<file path="src/rtl/pio_riscv_bridge_if.sv">
// pio_riscv_bridge_if: 64-bit memory/debug access bus between the bridge and the RISC-V core.
interface pio_riscv_bridge_if #(parameter int ADDR_W = 15);
  logic              mem_req;
  logic              mem_we;
  logic [1:0]        mem_sel;
  logic [ADDR_W-1:0] mem_addr;
  logic [63:0]       mem_wdata;
  logic [63:0]       mem_rdata;
  logic              mem_ready;
  modport master (output mem_req, mem_we, mem_sel, mem_addr, mem_wdata, input mem_rdata, mem_ready);
  modport slave  (input mem_req, mem_we, mem_sel, mem_addr, mem_wdata, output mem_rdata, mem_ready);
endinterface

</file>
<file path="src/rtl/pio_riscv_bridge.sv">
// pio_riscv_bridge: turns Nios PIO commands into single 64-bit RISC-V core accesses and halt/resume requests.
module pio_riscv_bridge #(
  parameter int ADDR_W     = 15,
  parameter int TIMEOUT    = 255,
  parameter bit RESET_HALT = 1'b1
) (
  input  logic              clk_clk,
  input  logic              reset_reset_n,
  input  logic [ADDR_W-1:0] pio_addr_export,
  input  logic [5:0]        pio_control_export,
  input  logic [31:0]       pio_data_high_out_port,
  input  logic [31:0]       pio_data_low_out_port,
  output logic [31:0]       pio_data_high_in_port,
  output logic [31:0]       pio_data_low_in_port,
  output logic [1:0]        pio_riscv_flags_export,
  output logic              core_halt_req,
  input  logic              core_halted,
  pio_riscv_bridge_if.master mem
);
  localparam int CW = $clog2(TIMEOUT + 1);
  typedef enum logic [1:0] {S_IDLE, S_ACCESS, S_SYNC, S_DONE} state_t;
  state_t        r_state;
  logic          r_start;
  logic          r_done;
  logic          r_halted;
  logic [63:0]   r_rdata;
  logic [CW-1:0] r_cnt;
  logic          w_start;
  logic          w_clr;
  logic [1:0]    w_op;
  logic          w_to;
  assign w_start = pio_control_export[0] & ~r_start;
  assign w_clr   = pio_control_export[5];
  assign w_op    = pio_control_export[2:1];
  assign w_to    = r_cnt == CW'(TIMEOUT - 1);
  assign pio_riscv_flags_export = {r_halted, r_done};
  assign {pio_data_high_in_port, pio_data_low_in_port} = r_rdata;
  always_ff @(posedge clk_clk or negedge reset_reset_n) begin
    if (!reset_reset_n) begin
      r_state       <= S_IDLE;
      r_start       <= 1'b0;
      r_done        <= 1'b0;
      r_halted      <= 1'b0;
      r_rdata       <= '0;
      r_cnt         <= '0;
      core_halt_req <= RESET_HALT;
      mem.mem_req   <= 1'b0;
      mem.mem_we    <= 1'b0;
      mem.mem_sel   <= '0;
      mem.mem_addr  <= '0;
      mem.mem_wdata <= '0;
    end else begin
      r_start  <= pio_control_export[0];
      r_halted <= core_halted;
      case (r_state)
        S_IDLE:
          if (w_start) begin
            r_done <= 1'b0;
            r_cnt  <= '0;
            // memory accesses are only legal while the core is parked
            if (!w_op[1] && !core_halted) begin
              r_rdata <= '1;
              r_state <= S_DONE;
            end else if (!w_op[1]) begin
              mem.mem_req   <= 1'b1;
              mem.mem_we    <= w_op[0];
              mem.mem_sel   <= pio_control_export[4:3];
              mem.mem_addr  <= pio_addr_export;
              mem.mem_wdata <= {pio_data_high_out_port, pio_data_low_out_port};
              r_state       <= S_ACCESS;
            end else begin
              core_halt_req <= ~w_op[0];
              r_state       <= S_SYNC;
            end
          end else if (w_clr) r_done <= 1'b0;
        S_ACCESS:
          if (mem.mem_ready) begin
            mem.mem_req <= 1'b0;
            r_rdata     <= mem.mem_we ? r_rdata : mem.mem_rdata;
            r_state     <= S_DONE;
          end else if (w_to) begin
            mem.mem_req <= 1'b0;
            r_rdata     <= '1;
            r_state     <= S_DONE;
          end else r_cnt <= r_cnt + CW'(1);
        S_SYNC:
          if (core_halted == core_halt_req) r_state <= S_DONE;
          else if (w_to) begin
            r_rdata <= '1;
            r_state <= S_DONE;
          end else r_cnt <= r_cnt + CW'(1);
        S_DONE: begin
          r_done  <= ~w_clr;
          r_state <= S_IDLE;
        end
        default: r_state <= S_IDLE;
      endcase
    end
  end
endmodule

</file>
<file path="src/flat_wrapper.sv">
// flat-port wrapper written by rule: the top's interface ports become plain ports
module pio_riscv_bridge_flat 
#(
  parameter int ADDR_W     = 15,
  parameter int TIMEOUT    = 255,
  parameter bit RESET_HALT = 1'b1
)
  (clk_clk, reset_reset_n, pio_addr_export, pio_control_export, pio_data_high_out_port, pio_data_low_out_port, pio_data_high_in_port, pio_data_low_in_port, pio_riscv_flags_export, core_halt_req, core_halted, mem_mem_req, mem_mem_we, mem_mem_sel, mem_mem_addr, mem_mem_wdata, mem_mem_rdata, mem_mem_ready);
  pio_riscv_bridge_if #(.ADDR_W(ADDR_W)) mem_i ();
  input  logic clk_clk;
  input  logic reset_reset_n;
  input  logic [ADDR_W-1:0] pio_addr_export;
  input  logic [5:0] pio_control_export;
  input  logic [31:0] pio_data_high_out_port;
  input  logic [31:0] pio_data_low_out_port;
  output logic [31:0] pio_data_high_in_port;
  output logic [31:0] pio_data_low_in_port;
  output logic [1:0] pio_riscv_flags_export;
  output logic core_halt_req;
  input  logic core_halted;
  output wire logic [$bits(mem_i.mem_req)-1:0] mem_mem_req;
  output wire logic [$bits(mem_i.mem_we)-1:0] mem_mem_we;
  output wire logic [$bits(mem_i.mem_sel)-1:0] mem_mem_sel;
  output wire logic [$bits(mem_i.mem_addr)-1:0] mem_mem_addr;
  output wire logic [$bits(mem_i.mem_wdata)-1:0] mem_mem_wdata;
  input wire logic [$bits(mem_i.mem_rdata)-1:0] mem_mem_rdata;
  input wire logic [$bits(mem_i.mem_ready)-1:0] mem_mem_ready;
  assign mem_mem_req = mem_i.mem_req;
  assign mem_mem_we = mem_i.mem_we;
  assign mem_mem_sel = mem_i.mem_sel;
  assign mem_mem_addr = mem_i.mem_addr;
  assign mem_mem_wdata = mem_i.mem_wdata;
  assign mem_i.mem_rdata = mem_mem_rdata;
  assign mem_i.mem_ready = mem_mem_ready;
  pio_riscv_bridge #(.ADDR_W(ADDR_W), .TIMEOUT(TIMEOUT), .RESET_HALT(RESET_HALT)) u_core (.clk_clk(clk_clk), .reset_reset_n(reset_reset_n), .pio_addr_export(pio_addr_export), .pio_control_export(pio_control_export), .pio_data_high_out_port(pio_data_high_out_port), .pio_data_low_out_port(pio_data_low_out_port), .pio_data_high_in_port(pio_data_high_in_port), .pio_data_low_in_port(pio_data_low_in_port), .pio_riscv_flags_export(pio_riscv_flags_export), .core_halt_req(core_halt_req), .core_halted(core_halted), .mem(mem_i));
endmodule
</file>
<file path="config.mk">
export PLATFORM = sky130hd
export DESIGN_NAME = pio_riscv_bridge_flat
export DESIGN_NICKNAME = d
export VERILOG_FILES = /design/src/rtl/pio_riscv_bridge_if.sv /design/src/rtl/pio_riscv_bridge.sv /design/src/flat_wrapper.sv
export SDC_FILE = /design/constraint.sdc
export NUM_CORES = 1
export LEC_CHECK = 0
export ABC_CLOCK_PERIOD_IN_PS = 6370
export CAP_MARGIN = 20
export CORE_AREA = 2 2 130 132
export DETAILED_ROUTE_END_ITERATION = 12
export DIE_AREA = 0 0 132 134
export PLACE_DENSITY = 0.83
export SLEW_MARGIN = 10
export SYNTH_ARGS = -nofsm -noshare
export SYNTH_HDL_FRONTEND = slang
export SYNTH_SLANG_ARGS = --single-unit
</file>
<file path="constraint.sdc">
create_clock -name clk_clk -period 6.37 [get_ports clk_clk]
set_clock_uncertainty 0.05 [all_clocks]
set_input_delay 0.9555 -clock clk_clk [delete_from_list [all_inputs] [get_ports clk_clk]]
set_output_delay 0.9555 -clock clk_clk [all_outputs]
set_load 0.01 [all_outputs]
</file>
==> results.toml <==
[drt]
drtIter0Drc = 433
drtAntennaViolNets = 0
viasPerCell = 5.65
vias = 6237
post-route-drc-count = 0
wl_um = 21200
wire_per_inst_um = 19.2
firstDrtPassIters = 4

[placed_design]
place_ws_ns = 1.60
dpl_cell_area_um2 = 10400
placed_cells = 1071
dpl.hpwl_um = 14400
routabilityCongestion = 0.759
io_buffers = 302

[logic_synthesis]
netlist_top_cells_count = "160 x dfrtp_1, 82 x mux2_2, 73 x a31oi_1"
synth_seq_area_share = 0.557
synth_cell_type_count = 44
synthTopCellsByArea = "dfrtp_1 55%, mux2_2 13%, a31oi_1 6.3%, o211ai_1 3.8%, o2bb2ai_1 3.4%"
yosysWarnings = 0
synth_most_common_cell = "dfrtp_1"
async_reset_ff_frac = 1.00
syn-cell-area_um2 = 7240
synth_largest_area_cell = "dfrtp_1"
postSynthAreaPerCell_um2 = 12.0
ys_ff_latch = 161
synth_edf_count = 0
syn-num-nets = 763
ys.flop_type = "dfrtp_1"
syn_inst = 602
synth.top_cell.area_share = 0.553

[power]
powerDensity_nw_per_um2 = 545
p_leak_uw = 0.00439
ir_drop_mv = 0.279

[setup_path]
criticalPathCategory = "in2reg"
arrival_ns = 4.29
cp_slowest_cell = "a21oi_4"
cp-start-kind = "primary input"
end_kind = "register"
cp_cell_sequence = "clkdlybuf4s50_1 > buf_4 > and2_1 > buf_4 > a21oi_4 > nand3_1 > buf_6 > o2bb2ai_1"
cp_top_family = "buffers and inverters"
cp_max_fo = 45
crit_required_ns = 6.60
cp_slowest_stage_delay_ns = 0.87
worst-path-buf-inv = 4
cp_common_cell = "buf_4"

[cts]
cts_resized = 0
cts_setup_buffers = 0
cts_max_path_buffers = 2
cts_buffers = 17
clock_latency_ns = 0.41
cts_tree = "done"
cts_hold_repair.buffers = 0
clkTransAtPathRegs_ns = 0.06
cts_sinks = 161
root_buffer = "clkbuf_16"
htreeDepth = 4

[floorplanning]
die_w_um = 132
die_area_um2 = 17700
die_y_um = 134
core_area_um2 = 16300
num_rows = 47
io_pins = 303
start_util = 0.445

[timing]
final.setup.worst_slack_ns = 2.31
finalCritPeriodShare = 0.638
tns_ns = 0
final_hold_viol_count = 0
fmax_mhz = 246
max-slew-margin-rel = 0.297
slew_violations = 0
fin_crit_ns = 4.06
setup_viol = 0
rsz0062_at_grt = "false"
max_slew.worst_pin.slew_ns = 1.05

[global_route]
antenna_found_initial = 0
overflow = 0
grt_pass1_wl_um = 33900
grt_max_degree = 95
grt_pass1_vias = 6293
grt.total_usage = 0.239

[final_layout]
fin_util = 0.674
final_layout_size_suffix_gt1_frac = 0.154
n_antenna_cell = 0
nets = 1033
final_area_um2 = 11000
syn_to_final_growth_pct = 51.6
final_cells = 1104

[min_path]
worstHoldPathType = "reg2reg"

[outcome]
status = "finished, final reports clean"

[flow_run]
max_cap_violations = 0
==> power breakdown <==
part,internal [uW],switching (uW),leakage (uW),total (uW)
Combinational,1610,1540,0.00216,3150
Sequential,1550,296,0.00196,1840
Clock,555,434,0.000277,988
==> final cells by class <==
class                           count  area [um^2]
Fill cell                        1219         5310
Sequential cell                   161         4030
Timing Repair Buffer              314         3130
Multi-Input combinational cell    371         2950
Clock buffer                       18          439
Tap cell                          220          275
Clock inverter                     13          130
Inverter                            7         26.3
==> metrics by stage <==
step | hold WS (ns) | power (uW)
2_1_floorplan | 0.418 | 3520
3_3_place_gp | 0.429 | 4890
3_5_place_dp | 0.429 | 5010
4_1_cts | 0.447 | 6020
5_1_grt | 0.458 | 6370
6_report | 0.443 | 5980
==> layer usage <==
metal,global-route usage,vias up,share of wire
met2,0.398,263,0.50
met3,0.0620,31,0.067
li1,-,2868,-
met4,0.0761,0,0.021
met5,0,-,0
met1,0.308,3075,0.41
==> final timing paths <==
check / from / to / slack (ns) / cells after the start
setup / recovery: mem_mem_ready / u_core.r_rdata[10] / 2.31 / 8
hold / removal: u_core.r_rdata[32] / u_core.r_rdata[32] / 0.44 / 1
setup reg to reg: u_core.r_state[1] / u_core.r_rdata[10] / 2.79 / 8
hold reg to reg: u_core.r_rdata[32] / u_core.r_rdata[32] / 0.44 / 1
max in group asynchronous: reset_reset_n / u_core.mem.mem_wdata[58] / 4.25 / 2
min in group asynchronous: reset_reset_n / u_core.mem.mem_wdata[11] / 0.55 / 1
==> cells in the final DEF, fill, tap and decap left out, drive strengths merged, types with 2 or more instances in the layout <==
| cell type | synthesis | layout |
|---|---|---|
| nor3 | 3 | 3 |
| mux2 | 82 | 82 |
| a211oi | 29 | 29 |
| o211ai | 37 | 37 |
| buf | 22 | 13 |
| and2 | 3 | 3 |
| and3 | 4 | 4 |
| a31oi | 73 | 73 |
| dfrtp | 160 | 160 |
| a22oi | 2 | 2 |
| o2bb2ai | 28 | 28 |
| nor2 | 4 | 4 |
| clkinv | 0 | 6 |
| o21ai | 6 | 6 |
| nand2 | 9 | 9 |
| nor2b | 2 | 2 |
| o31ai | 8 | 8 |
| nand2b | 2 | 2 |
| clkinvlp | 0 | 2 |
| a21oi | 7 | 7 |
| ha | 8 | 8 |
| nand3 | 41 | 41 |
| clkbuf | 41 | 18 |
| nand4 | 3 | 3 |
| or4 | 4 | 4 |
| a21o | 2 | 2 |
| inv | 7 | 11 |
| clkdlybuf4s50 | 0 | 301 |
| mux2i | 2 | 2 |
==> worst reg2reg max path, cell delays in order (launching register included) <==
cell	delay, ns
dfrtp_1	0.45
inv_1	0.12
ha_1	0.20
and2_1	0.15
buf_4	0.28
a21oi_4	0.89
nand3_1	0.78
buf_6	0.39
o2bb2ai_1	0.13
==> cells by family after synthesis <==
family / Yosys count / synth area share
compound gates: 199 / 0.199
xor+xnor: 1 / 0.00121
fa+ha+maj: 8 / 0.0138
buf+inv: 70 / 0.0403
flops: 161 / 0.557
mux: 84 / 0.130
simple gates: 79 / 0.0593
==> state kept, by name (all words and copies together), names as in the netlist, 2 cells and up <==
| register | cells |
|---|---|
| u_core.mem.mem_addr | 15 |
| u_core.r_rdata | 64 |
| u_core.mem.mem_wdata | 64 |
| u_core.r_cnt | 8 |
| u_core.r_state | 2 |
| u_core.mem.mem_sel | 2 |
Power figures use the tool's default switching activity.
